==> config.mk <==
export PLATFORM = sky130hd
export DESIGN_NAME = proximity_presence_detector_flat
export DESIGN_NICKNAME = d
export VERILOG_FILES = /design/src/rtl/proximity_presence_detector_pkg.sv /design/src/rtl/proximity_presence_detector_if.sv /design/src/rtl/proximity_presence_detector_dist_window_avg.sv /design/src/rtl/proximity_presence_detector.sv /design/src/flat_wrapper.sv
export SDC_FILE = /design/constraint.sdc
export NUM_CORES = 1
export LEC_CHECK = 0
export CAP_MARGIN = 0
export CORE_UTILIZATION = 60
export DETAILED_ROUTE_END_ITERATION = 8
export GPL_ROUTABILITY_DRIVEN = 0
export PLACE_DENSITY = 0.88
export SLEW_MARGIN = 20
export SYNTH_ARGS = -nofsm -noshare
export SYNTH_HDL_FRONTEND = slang
export SYNTH_SLANG_ARGS = --single-unit
export TNS_END_PERCENT = 20
==> constraint.sdc <==
create_clock -name clk -period 4.9 [get_ports clk]
set_clock_uncertainty 0.2 [all_clocks]
set_input_delay 0.735 -clock clk [delete_from_list [all_inputs] [get_ports clk]]
set_output_delay 0.735 -clock clk [all_outputs]
set_load 0.01 [all_outputs]
==> src/rtl/proximity_presence_detector_pkg.sv <==
// Shared definitions for the ultrasonic presence path: widths, default cm
// limits, presence FSM state encoding and a median-of-three helper.
package ultrasonic_pkg;

    localparam int DIST_W = 10;
    localparam int SUM_W  = 12;
    localparam int RUN_W  = 8;
    localparam int REJ_W  = 8;

    localparam int MAX_CM_DEF  = 400;
    localparam int NEAR_CM_DEF = 30;
    localparam int FAR_CM_DEF  = 40;

    typedef enum logic [1:0] {
        ST_ABSENT    = 2'd0,
        ST_ARMING    = 2'd1,
        ST_PRESENT   = 2'd2,
        ST_RELEASING = 2'd3
    } pres_state_e;

    // Middle value of three distances: max(min(a,b), min(max(a,b),c)).
    function automatic logic [DIST_W-1:0] median3(
        input logic [DIST_W-1:0] a,
        input logic [DIST_W-1:0] b,
        input logic [DIST_W-1:0] c
    );
        logic [DIST_W-1:0] lo;
        logic [DIST_W-1:0] hi;
        logic [DIST_W-1:0] mid;
        lo  = (a < b) ? a : b;
        hi  = (a < b) ? b : a;
        mid = (hi < c) ? hi : c;
        return (lo > mid) ? lo : mid;
    endfunction

endpackage

==> src/rtl/proximity_presence_detector_if.sv <==
// Distance input and presence/average outputs of the presence detector.
// master: the ranging stage / consumer side; slave: the detector.
interface proximity_presence_detector_if;
    import ultrasonic_pkg::*;

    logic [DIST_W-1:0] dist_in;
    logic [DIST_W-1:0] avg_dist;
    logic              avg_valid;
    logic              presence;
    logic              presence_rise;
    logic              presence_fall;
    logic [REJ_W-1:0]  reject_cnt;

    modport master (
        output dist_in,
        input  avg_dist, avg_valid, presence, presence_rise, presence_fall, reject_cnt
    );

    modport slave (
        input  dist_in,
        output avg_dist, avg_valid, presence, presence_rise, presence_fall, reject_cnt
    );
endinterface

==> src/rtl/proximity_presence_detector_dist_window_avg.sv <==
// Four-entry moving-average window. A shifted-in sample updates the window,
// fill count and running sum; the average is registered one cycle later and
// only once the window is full. upd_o pulses with every average update.
module dist_window_avg
    import ultrasonic_pkg::*;
(
    input  logic              clk,
    input  logic              reset,
    input  logic              shift_i,
    input  logic [DIST_W-1:0] sample_i,
    output logic [DIST_W-1:0] avg_o,
    output logic              valid_o,
    output logic              upd_o
);
    logic [3:0][DIST_W-1:0] win_q;
    logic [2:0]             fill_q;
    logic [SUM_W-1:0]       sum_q;
    logic                   pend_q;
    logic [DIST_W-1:0]      avg_q;
    logic                   valid_q;
    logic                   upd_q;

    // Shift window, keep running sum (oldest out, newest in), saturate fill at 4.
    always_ff @(posedge clk or posedge reset) begin
        if (reset) begin
            win_q  <= '0;
            fill_q <= 3'd0;
            sum_q  <= '0;
            pend_q <= 1'b0;
        end else begin
            pend_q <= shift_i;
            if (shift_i) begin
                win_q <= {win_q[2:0], sample_i};
                sum_q <= sum_q - SUM_W'(win_q[3]) + SUM_W'(sample_i);
                if (fill_q != 3'd4) begin
                    fill_q <= fill_q + 3'd1;
                end
            end
        end
    end

    // Register the truncated average one cycle after a shift into a full window.
    always_ff @(posedge clk or posedge reset) begin
        if (reset) begin
            avg_q   <= '0;
            valid_q <= 1'b0;
            upd_q   <= 1'b0;
        end else begin
            upd_q <= 1'b0;
            if (pend_q && (fill_q == 3'd4)) begin
                avg_q   <= DIST_W'(sum_q >> 2);
                valid_q <= 1'b1;
                upd_q   <= 1'b1;
            end
        end
    end

    assign avg_o   = avg_q;
    assign valid_o = valid_q;
    assign upd_o   = upd_q;
endmodule

==> src/rtl/proximity_presence_detector.sv <==
// Proximity presence detector: periodic sampling of the ranging distance,
// reject counting, optional median-of-3 pre-filter (define MEDIAN3_EN),
// moving average and a hysteresis FSM producing presence and edge pulses.
module proximity_presence_detector
    import ultrasonic_pkg::*;
#(
    parameter int SAMPLE_CYCLES = 50_000_000,
    parameter int MAX_CM        = MAX_CM_DEF,
    parameter int NEAR_CM       = NEAR_CM_DEF,
    parameter int FAR_CM        = FAR_CM_DEF,
    parameter int ARM_COUNT     = 3,
    parameter int HOLD_COUNT    = 6
) (
    input  logic                         clk,
    input  logic                         reset,
    proximity_presence_detector_if.slave bus
);
    localparam int CNT_W = (SAMPLE_CYCLES > 1) ? $clog2(SAMPLE_CYCLES) : 1;

    logic [CNT_W-1:0]  cnt_q;
    logic              tick_s;
    logic              accept_s;
    logic [REJ_W-1:0]  rej_q;
    logic              win_shift_s;
    logic [DIST_W-1:0] win_sample_s;
    logic [DIST_W-1:0] avg_s;
    logic              avg_valid_s;
    logic              avg_upd_s;
    logic              near_s;
    logic              far_s;
    logic [RUN_W-1:0]  run_inc_s;
    pres_state_e       state_q;
    logic [RUN_W-1:0]  run_q;
    logic              pres_q;
    logic              rise_q;
    logic              fall_q;

    assign tick_s    = (cnt_q == CNT_W'(SAMPLE_CYCLES - 1));
    assign accept_s  = tick_s && (bus.dist_in != '0) && (bus.dist_in <= DIST_W'(MAX_CM));
    assign near_s    = (avg_s <= DIST_W'(NEAR_CM));
    assign far_s     = (avg_s >= DIST_W'(FAR_CM));
    assign run_inc_s = run_q + RUN_W'(1);

    // Sample period counter; the terminal value is the sampling tick.
    always_ff @(posedge clk or posedge reset) begin
        if (reset) begin
            cnt_q <= '0;
        end else if (tick_s) begin
            cnt_q <= '0;
        end else begin
            cnt_q <= cnt_q + CNT_W'(1);
        end
    end

    // Count out-of-range samples, saturating at the counter maximum.
    always_ff @(posedge clk or posedge reset) begin
        if (reset) begin
            rej_q <= '0;
        end else if (tick_s && !accept_s && (rej_q != '1)) begin
            rej_q <= rej_q + REJ_W'(1);
        end
    end

`ifdef MEDIAN3_EN
    logic [DIST_W-1:0] h1_q;
    logic [DIST_W-1:0] h2_q;
    logic [DIST_W-1:0] med_q;
    logic [1:0]        hcnt_q;
    logic              med_vld_q;

    // Median of the last three accepted samples; the first two pass raw.
    always_ff @(posedge clk or posedge reset) begin
        if (reset) begin
            h1_q      <= '0;
            h2_q      <= '0;
            med_q     <= '0;
            hcnt_q    <= 2'd0;
            med_vld_q <= 1'b0;
        end else begin
            med_vld_q <= accept_s;
            if (accept_s) begin
                if (hcnt_q < 2'd2) begin
                    med_q  <= bus.dist_in;
                    hcnt_q <= hcnt_q + 2'd1;
                end else begin
                    med_q <= median3(bus.dist_in, h1_q, h2_q);
                end
                h2_q <= h1_q;
                h1_q <= bus.dist_in;
            end
        end
    end

    assign win_shift_s  = med_vld_q;
    assign win_sample_s = med_q;
`else
    assign win_shift_s  = accept_s;
    assign win_sample_s = bus.dist_in;
`endif

    dist_window_avg u_win (
        .clk      (clk),
        .reset    (reset),
        .shift_i  (win_shift_s),
        .sample_i (win_sample_s),
        .avg_o    (avg_s),
        .valid_o  (avg_valid_s),
        .upd_o    (avg_upd_s)
    );

    // Hysteresis FSM, stepped once per average update, with registered edge pulses.
    always_ff @(posedge clk or posedge reset) begin
        if (reset) begin
            state_q <= ST_ABSENT;
            run_q   <= '0;
            pres_q  <= 1'b0;
            rise_q  <= 1'b0;
            fall_q  <= 1'b0;
        end else begin
            rise_q <= 1'b0;
            fall_q <= 1'b0;
            if (avg_upd_s) begin
                case (state_q)
                    ST_ABSENT: begin
                        if (near_s) begin
                            if (ARM_COUNT == 1) begin
                                state_q <= ST_PRESENT;
                                run_q   <= '0;
                                pres_q  <= 1'b1;
                                rise_q  <= 1'b1;
                            end else begin
                                state_q <= ST_ARMING;
                                run_q   <= RUN_W'(1);
                            end
                        end
                    end
                    ST_ARMING: begin
                        if (!near_s) begin
                            state_q <= ST_ABSENT;
                            run_q   <= '0;
                        end else if (run_inc_s >= RUN_W'(ARM_COUNT)) begin
                            state_q <= ST_PRESENT;
                            run_q   <= '0;
                            pres_q  <= 1'b1;
                            rise_q  <= 1'b1;
                        end else begin
                            run_q <= run_inc_s;
                        end
                    end
                    ST_PRESENT: begin
                        if (far_s) begin
                            if (HOLD_COUNT == 1) begin
                                state_q <= ST_ABSENT;
                                run_q   <= '0;
                                pres_q  <= 1'b0;
                                fall_q  <= 1'b1;
                            end else begin
                                state_q <= ST_RELEASING;
                                run_q   <= RUN_W'(1);
                            end
                        end
                    end
                    ST_RELEASING: begin
                        if (!far_s) begin
                            state_q <= ST_PRESENT;
                            run_q   <= '0;
                        end else if (run_inc_s >= RUN_W'(HOLD_COUNT)) begin
                            state_q <= ST_ABSENT;
                            run_q   <= '0;
                            pres_q  <= 1'b0;
                            fall_q  <= 1'b1;
                        end else begin
                            run_q <= run_inc_s;
                        end
                    end
                    default: begin
                        state_q <= ST_ABSENT;
                        run_q   <= '0;
                        pres_q  <= 1'b0;
                    end
                endcase
            end
        end
    end

    assign bus.avg_dist      = avg_s;
    assign bus.avg_valid     = avg_valid_s;
    assign bus.presence      = pres_q;
    assign bus.presence_rise = rise_q;
    assign bus.presence_fall = fall_q;
    assign bus.reject_cnt    = rej_q;
endmodule

==> src/flat_wrapper.sv <==
// flat-port wrapper written by rule: the top's interface ports become plain ports
module proximity_presence_detector_flat import ultrasonic_pkg::*;
#(
    parameter int SAMPLE_CYCLES = 50_000_000,
    parameter int MAX_CM        = MAX_CM_DEF,
    parameter int NEAR_CM       = NEAR_CM_DEF,
    parameter int FAR_CM        = FAR_CM_DEF,
    parameter int ARM_COUNT     = 3,
    parameter int HOLD_COUNT    = 6
)
  (clk, reset, bus_dist_in, bus_avg_dist, bus_avg_valid, bus_presence, bus_presence_rise, bus_presence_fall, bus_reject_cnt);
  proximity_presence_detector_if bus_i ();
  input  logic clk;
  input  logic reset;
  input wire logic [$bits(bus_i.dist_in)-1:0] bus_dist_in;
  output wire logic [$bits(bus_i.avg_dist)-1:0] bus_avg_dist;
  output wire logic [$bits(bus_i.avg_valid)-1:0] bus_avg_valid;
  output wire logic [$bits(bus_i.presence)-1:0] bus_presence;
  output wire logic [$bits(bus_i.presence_rise)-1:0] bus_presence_rise;
  output wire logic [$bits(bus_i.presence_fall)-1:0] bus_presence_fall;
  output wire logic [$bits(bus_i.reject_cnt)-1:0] bus_reject_cnt;
  assign bus_i.dist_in = bus_dist_in;
  assign bus_avg_dist = bus_i.avg_dist;
  assign bus_avg_valid = bus_i.avg_valid;
  assign bus_presence = bus_i.presence;
  assign bus_presence_rise = bus_i.presence_rise;
  assign bus_presence_fall = bus_i.presence_fall;
  assign bus_reject_cnt = bus_i.reject_cnt;
  proximity_presence_detector #(.SAMPLE_CYCLES(SAMPLE_CYCLES), .MAX_CM(MAX_CM), .NEAR_CM(NEAR_CM), .FAR_CM(FAR_CM), .ARM_COUNT(ARM_COUNT), .HOLD_COUNT(HOLD_COUNT)) u_core (.clk(clk), .reset(reset), .bus(bus_i));
endmodule
==> metrics.txt, run 1 <==
maximum clock path buffer count 2; required time worst endpoint around 5 ns; Final Hold Fails 0; height of the die 99.5 um; post-route cell area 0.00672 sq mm; WHS around 0.27 ns; global route overflow 0; Total Wirelength ~11000 um; hold path cells 1; initial antenna violation count 0; Post-synth top flop dfrtp_1; unrepaired setup endpoints after global routing false; vias in the first global route 4030; DPL Wire Length 7450 um; Final WS setup about 1.6 ns; setup_tns 0 ns; Initial DRC Count approximately 240; Pleak between 3 and 4 nW; H-tree depth 4; TritonRoute pass-1 iters 4; Worst Hold Class reg -> reg; Die Area roughly 0.01 sq mm; FF+latch count, synth around 120; Slew headroom about two fifths; Ant. Diodes 0; Pwr Total between 2 and 2.5 mW; crit share post-route 67.6%; syn_area_per_cell about 11 sq um; IO Count 34; largest cells by area after synthesis dfrtp_1 (50%), mux2_1 (7.9%), ha_1 (4.2%); Nets roughly 600; Worst-path clk slew 0.06 ns; startpoint types primary input; critical path endpoint category flop; DP Area ~0.0061 sq mm; input/output buffers 33; # DRC 0; Peak Freq roughly 300 MHz; Yosys warnings 0; Worst R2R Path Depth 7; # rows 35; pre-CTS setup slack between 1 and 1.5 ns; Initial Util approximately 62%; GRT Overall Usage around 26%; post-synthesis sequential area ratio between 50% and 60%; Final Setup Violations 0; worst-margin pin slew around 0.86 ns; area share of the largest cell type after synthesis around half; hold buffer count at cts 0; Yosys top cell by area dfrtp_1; DR vias/cell about 5.7; Mapped Nets 552; CP arrival roughly 3.5 ns; post-synthesis cell area between 0.005 and 0.006 sq mm; Cells after Synth slightly above 500; via count approximately 4.0k; critical path peak fanout 3; min Tclk post-route between 3 and 4 ns; first-pass GRT wire length approximately 19000 um; count of flip-flops with a built-in enable after synthesis 0; Worst-Skew Late Latency about 0.52 ns; Die X between 90 and 100 um; clock root cell clkbuf_8; CTS tree done; outcome finished clean; largest net degree at the start of global routing 63; CORE AREA around 0.0092 sq mm; count of cell types in the netlist between 50 and 60; cts repair resizes 0; layout cells sized above 1 roughly 8.1%; peak supply drop 313 uV; WL/cell between 15 and 20 um; setup bufs post-CTS 0; Post-DRT Antenna Nets 0; fin. max-slew vios 0; clk sink count roughly 120; Worst Setup Path Type in -> reg; max-cap violation count 0; cts bufs inserted 17; Area Overhead vs Synth 17.7%; PD cells 347 mW/mm^2; Async SR Flop Fraction between 90% and 100%
cells in the mapped netlist (3+ instances only):
| master | instances |
|---|---|
| nor2_1 | 27 |
| xor2_1 | 18 |
| and3_1 | 7 |
| and4_1 | 7 |
| nand2b_1 | 4 |
| mux2_1 | 40 |
| xnor2_1 | 27 |
| nand3_1 | 18 |
| clkbuf_1 | 5 |
| inv_1 | 52 |
| a21oi_1 | 8 |
| mux2i_1 | 4 |
| nand2_1 | 40 |
| o21bai_1 | 3 |
| nor3_1 | 4 |
| o21ai_0 | 16 |
| buf_6 | 4 |
| o211ai_1 | 6 |
| o21a_1 | 5 |
| o21ai_1 | 8 |
| dfrtp_1 | 115 |
| nor2b_1 | 9 |
| nand4_1 | 9 |
| a21o_1 | 6 |
| fa_1 | 10 |
| ha_1 | 19 |
| nor4_1 | 3 |
| and2_1 | 5 |
cell families after synthesis:
family | synth area share (%)
buffers and inverters | 4.85
xor gates and xnor gates | 6.91
and+or+nand+nor | 13.4
DFF | 50.4
AOI/OAI and AO/OA | 7.78
adders and majority gates | 7.67
muxes | 8.99
power by group:
| group | internal, mW | leakage (nW) | total, mW | switching, mW |
|---|---|---|---|---|
| combinational | 0.0770 | 1.42 | 0.193 | 0.116 |
| sequential | 0.963 | 1.55 | 0.968 | 0.00505 |
| clock | 0.733 | 0.270 | 1.17 | 0.439 |
registers in the layout (all words and copies together), names as in the netlist, 2 cells and up:
register and cells:
u_core.cnt_q 26, u_core.bus.reject_cnt 8, u_core.u_win.fill_q 3, u_core.run_q 8, u_core.u_win.avg_o 10, u_core.state_q 2
u_core.u_win.sum_q 12, u_core.u_win.win_q 40
metrics by stage:
stage / util, % / std cells
6_report: 72.7 / 697
5_1_grt: 72.7 / 697
4_1_cts: 72.7 / 697
3_5_place_dp: 66.6 / 665
3_3_place_gp: 66.6 / 665
2_1_floorplan: - / 511
worst paths after layout:
path	slack, ns	endpoint	start
setup reg to reg	1.77	u_core.u_win.fill_q[1]$_DFFE_PP0P_	u_core.cnt_q[0]$_DFF_PP0_
max in group asynchronous	3.08	u_core.u_win.win_q[24]$_DFFE_PP0P_	reset
hold / removal	0.27	u_core.u_win.valid_o$_DFFE_PP0P_	u_core.u_win.valid_o$_DFFE_PP0P_
min in group asynchronous	0.49	u_core.bus.reject_cnt[5]$_DFFE_PP0P_	reset
setup / recovery	1.59	u_core.u_win.sum_q[8]$_DFFE_PP0P_	bus_dist_in[1]
hold reg to reg	0.27	u_core.u_win.valid_o$_DFFE_PP0P_	u_core.u_win.valid_o$_DFFE_PP0P_
critical path, stage by stage:
cell and delay [ns]:
clkdlybuf4s50_1 0.51, inv_1 0.07, fa_1 0.53, inv_1 0.07, fa_1 0.48, a21oi_1 0.18
o21ai_0 0.14, a2111oi_0 0.38, or3_1 0.19, xor2_1 0.14, mux2i_1 0.09
placed cells by master, fill, tap and decap left out, drive strengths merged, types with 9 or more instances in the layout:
cell / count
dfrtp: 115
inv: 52
mux2: 42
nand2: 40
clkdlybuf4s50: 33
nor2: 28
xnor2: 27
o21ai: 24
ha: 19
clkbuf: 19
nand3: 18
xor2: 18
fa: 10
nand4: 9
nor2b: 9
a21oi: 9
routing by layer:
metal / up-vias / track usage [%] / part of all wire (%)
met5: - / 0 / 0
met4: 0 / 11.7 / 2.0
met3: 27 / 6.25 / 4.2
met2: 121 / 42.8 / 51
met1: 1985 / 31.9 / 42
li1: 1831 / - / -
cell type report:
class	count	area (sq um)
inverters	52	198
fillers	550	2520
clock buffers	19	432
well taps	129	161
clock inverters	13	136
flip-flops and latches	115	2880
repair buffers	37	360
multi-input cells	332	2550
Power figures use the tool's default switching activity.
==> inputs of run 2 (changes only) <==
==> constraint.sdc (replaced) <==
create_clock -name clk -period 3.21 [get_ports clk]
set_clock_uncertainty 0.2 [all_clocks]
set_input_delay 0.4815 -clock clk [delete_from_list [all_inputs] [get_ports clk]]
set_output_delay 0.4815 -clock clk [all_outputs]
set_load 0.01 [all_outputs]
==> run 2 against run 1 <==
  * Clock power increased by 54%
  * Critical path depth unchanged
  * Register-to-register slack got worse by 1.5 ns
  * Critical path type unchanged
  * Count of clock-buffer cells in the layout unchanged
  * Wire length increased by 3.2%
  * Global-route usage increased by 0.87 points
  * Non-clock buffer count increased by 19
  * Largest cell class unchanged
  * Final cell count increased by 2.6%
==> metrics.txt, run 2 (same netlist as run 1, synthesis figures left out) <==
outcome finished clean; Top Registers u_core.u_win.win_q: 40 flops, u_core.cnt_q: 26 flops, u_core.u_win.sum_q: 12 flops; Worst Hold Class reg -> reg; Peak Freq around 330 MHz; multi-input logic area ~0.0026 sq mm; Worst Setup Path Type in -> reg; first-pass GRT wire length ~20000 um; critical path's slowest cell fa_1; Worst-path clk slew ~0.06 ns; hold path cells 1; cts bufs inserted 17; initial antenna violation count 0; worst path cell trace clkdlybuf4s50_1 -> inv_1 -> fa_1 -> inv_1 -> fa_1 -> a21oi_1 -> o21ai_0 -> a2111oi_0 -> or3_1 -> xor2_1 -> mux2i_1; most frequent cells in the layout dfrtp_1 (115), inv_1 (51), nand2_1 (40), mux2_1 (40), clkdlybuf4s50_1 (33); crit share post-route between 90% and 100%; Die X roughly 100 um; Fill cells about 540; # rows 35; hold buffer count at cts 0; # DRC 0; layout cells sized above 1 around 11%; peak supply drop 372 uV; Area Overhead vs Synth 21.1%; Worst R2R Path Depth 9; clock root cell clkbuf_8; required time worst endpoint about 3.4 ns; WL/cell between 15 and 20 um; r2r setup slk 0.28 ns; TritonRoute pass-1 iters 6; Ant. Diodes 0; min Tclk post-route 3.07 ns; non-filler instance count after layout 715; critical path peak fanout 2; DR vias/cell about 5.6; Critical R2R Capture u_core.u_win.sum_q[8]$_DFFE_PP0P_; Final Setup Violations 0; CP Capture Point u_core.u_win.sum_q[8]$_DFFE_PP0P_; via count approximately 4k; input/output buffers 33; PD cells approximately 530 mW/mm^2; maximum clock path buffer count 2; flip-flop count of the largest register after layout 40; Post-DRT Antenna Nets 0; Die Area ~0.0099 sq mm; GRT Overall Usage 26.6%; DPL Wire Length 7520 um; critical path's largest stage delay between 0.5 and 0.6 ns; WHS approximately 0.27 ns; Biggest register u_core.u_win.win_q; Total Wirelength around 12000 um; vias in the first global route 4273; worst-margin pin slew about 0.77 ns; Hold Startpoint u_core.u_win.valid_o$_DFFE_PP0P_; Slew headroom about half; cell count after placement between 600 and 700; global route overflow 0; CP Depth 11; Crit path max-delay family adder cells; Pleak around 3.3 nW; Initial Util between 60% and 70%; setup bufs post-CTS 0; critical path endpoint category flop; Pwr Total about 3.6 mW; WP buf/inv 3; Worst-Skew Late Latency between 0.5 and 0.6 ns; CTS tree done; Final Hold Fails 0; CP arrival around 3.3 ns; largest net degree at the start of global routing ~120; H-tree depth 4; max-cap violation count 0; IO Count 34; fin. max-slew vios 0; height of the die ~100 um; cts repair resizes 0; Initial DRC Count 350; crit path from bus_dist_in[1]; Nets just over 600; Reg area 0.00288 sq mm; setup_tns 0 ns; CORE AREA 0.00924 sq mm; Reg-to-Reg Start u_core.u_win.win_q[31]$_DFFE_PP0P_; clk sink count between 100 and 150; startpoint types primary input; most common cell after layout, fill and taps aside dfrtp_1
[run 2: through the flow]
| stage | utilization [%] | setup slack [ns] | instance area [sq um] |
|---|---|---|---|
| 2_1_floorplan | - | 0.398 | 5710 |
| 3_3_place_gp | 68.5 | -0.175 | 6330 |
| 3_5_place_dp | 68.5 | -0.312 | 6330 |
| 4_1_cts | 74.7 | 0.0695 | 6910 |
| 5_1_grt | 74.8 | -0.0139 | 6910 |
| 6_report | 74.8 | 0.137 | 6910 |
[run 2: worst register-to-register path, delay by kind of cell, from the launching register on]
| kind | cells | cell delay, ns |
|---|---|---|
| and+or+nand+nor | 1 | 0.18 |
| adders and majority gates | 2 | 0.97 |
| AOI/OAI and AO/OA | 3 | 0.74 |
| muxes | 1 | 0.08 |
| xor gates and xnor gates | 1 | 0.14 |
| buffers and inverters | 1 | 0.09 |
| DFF | 1 | 0.40 |
[run 2: worst min path at each step]
stage                                              end  slack, ns
global placement      u_core.u_win.valid_o$_DFFE_PP0P_       0.25
detailed placement    u_core.u_win.valid_o$_DFFE_PP0P_       0.26
floorplan           u_core.u_win.sum_q[11]$_DFFE_PP0P_       0.24
CTS                   u_core.u_win.valid_o$_DFFE_PP0P_       0.28
global route        u_core.u_win.win_q[28]$_DFFE_PP0P_       0.29
finish                u_core.u_win.valid_o$_DFFE_PP0P_       0.27
[run 2: layout make-up]
type                            instances  area share, %
Tap cell                              129           2.34
Clock inverter                         12           1.94
Clock buffer                           19           6.39
Multi-Input combinational cell        332           37.0
Inverter                               52           2.88
Timing Repair Buffer                   56           7.82
Sequential cell                       115           41.6
[run 2: per-layer routing]
metal,track usage [%],routed length [um],vias up
met4,10.7,238,0
met3,6.47,490,34
li1,-,-,1868
met2,44.7,5970,128
met5,0,0,-
met1,33.3,5110,2005
[run 2: power by group]
group	leakage (nW)	internal, mW	total [mW]	switching [mW]
clock network	0.268	1.14	1.80	0.658
registers	1.55	1.47	1.48	0.00762
logic	1.52	0.156	0.358	0.203
total	3.34	2.76	3.63	0.869
==> inputs of run 3 (changes only) <==
--- a/config.mk
+++ b/config.mk
@@ -14,4 +14,3 @@
 export SYNTH_ARGS = -nofsm -noshare
 export SYNTH_HDL_FRONTEND = slang
 export SYNTH_SLANG_ARGS = --single-unit
-export TNS_END_PERCENT = 20
==> results of run 3 <==
Final layout, timing and power as in run 2 (identical DEF).
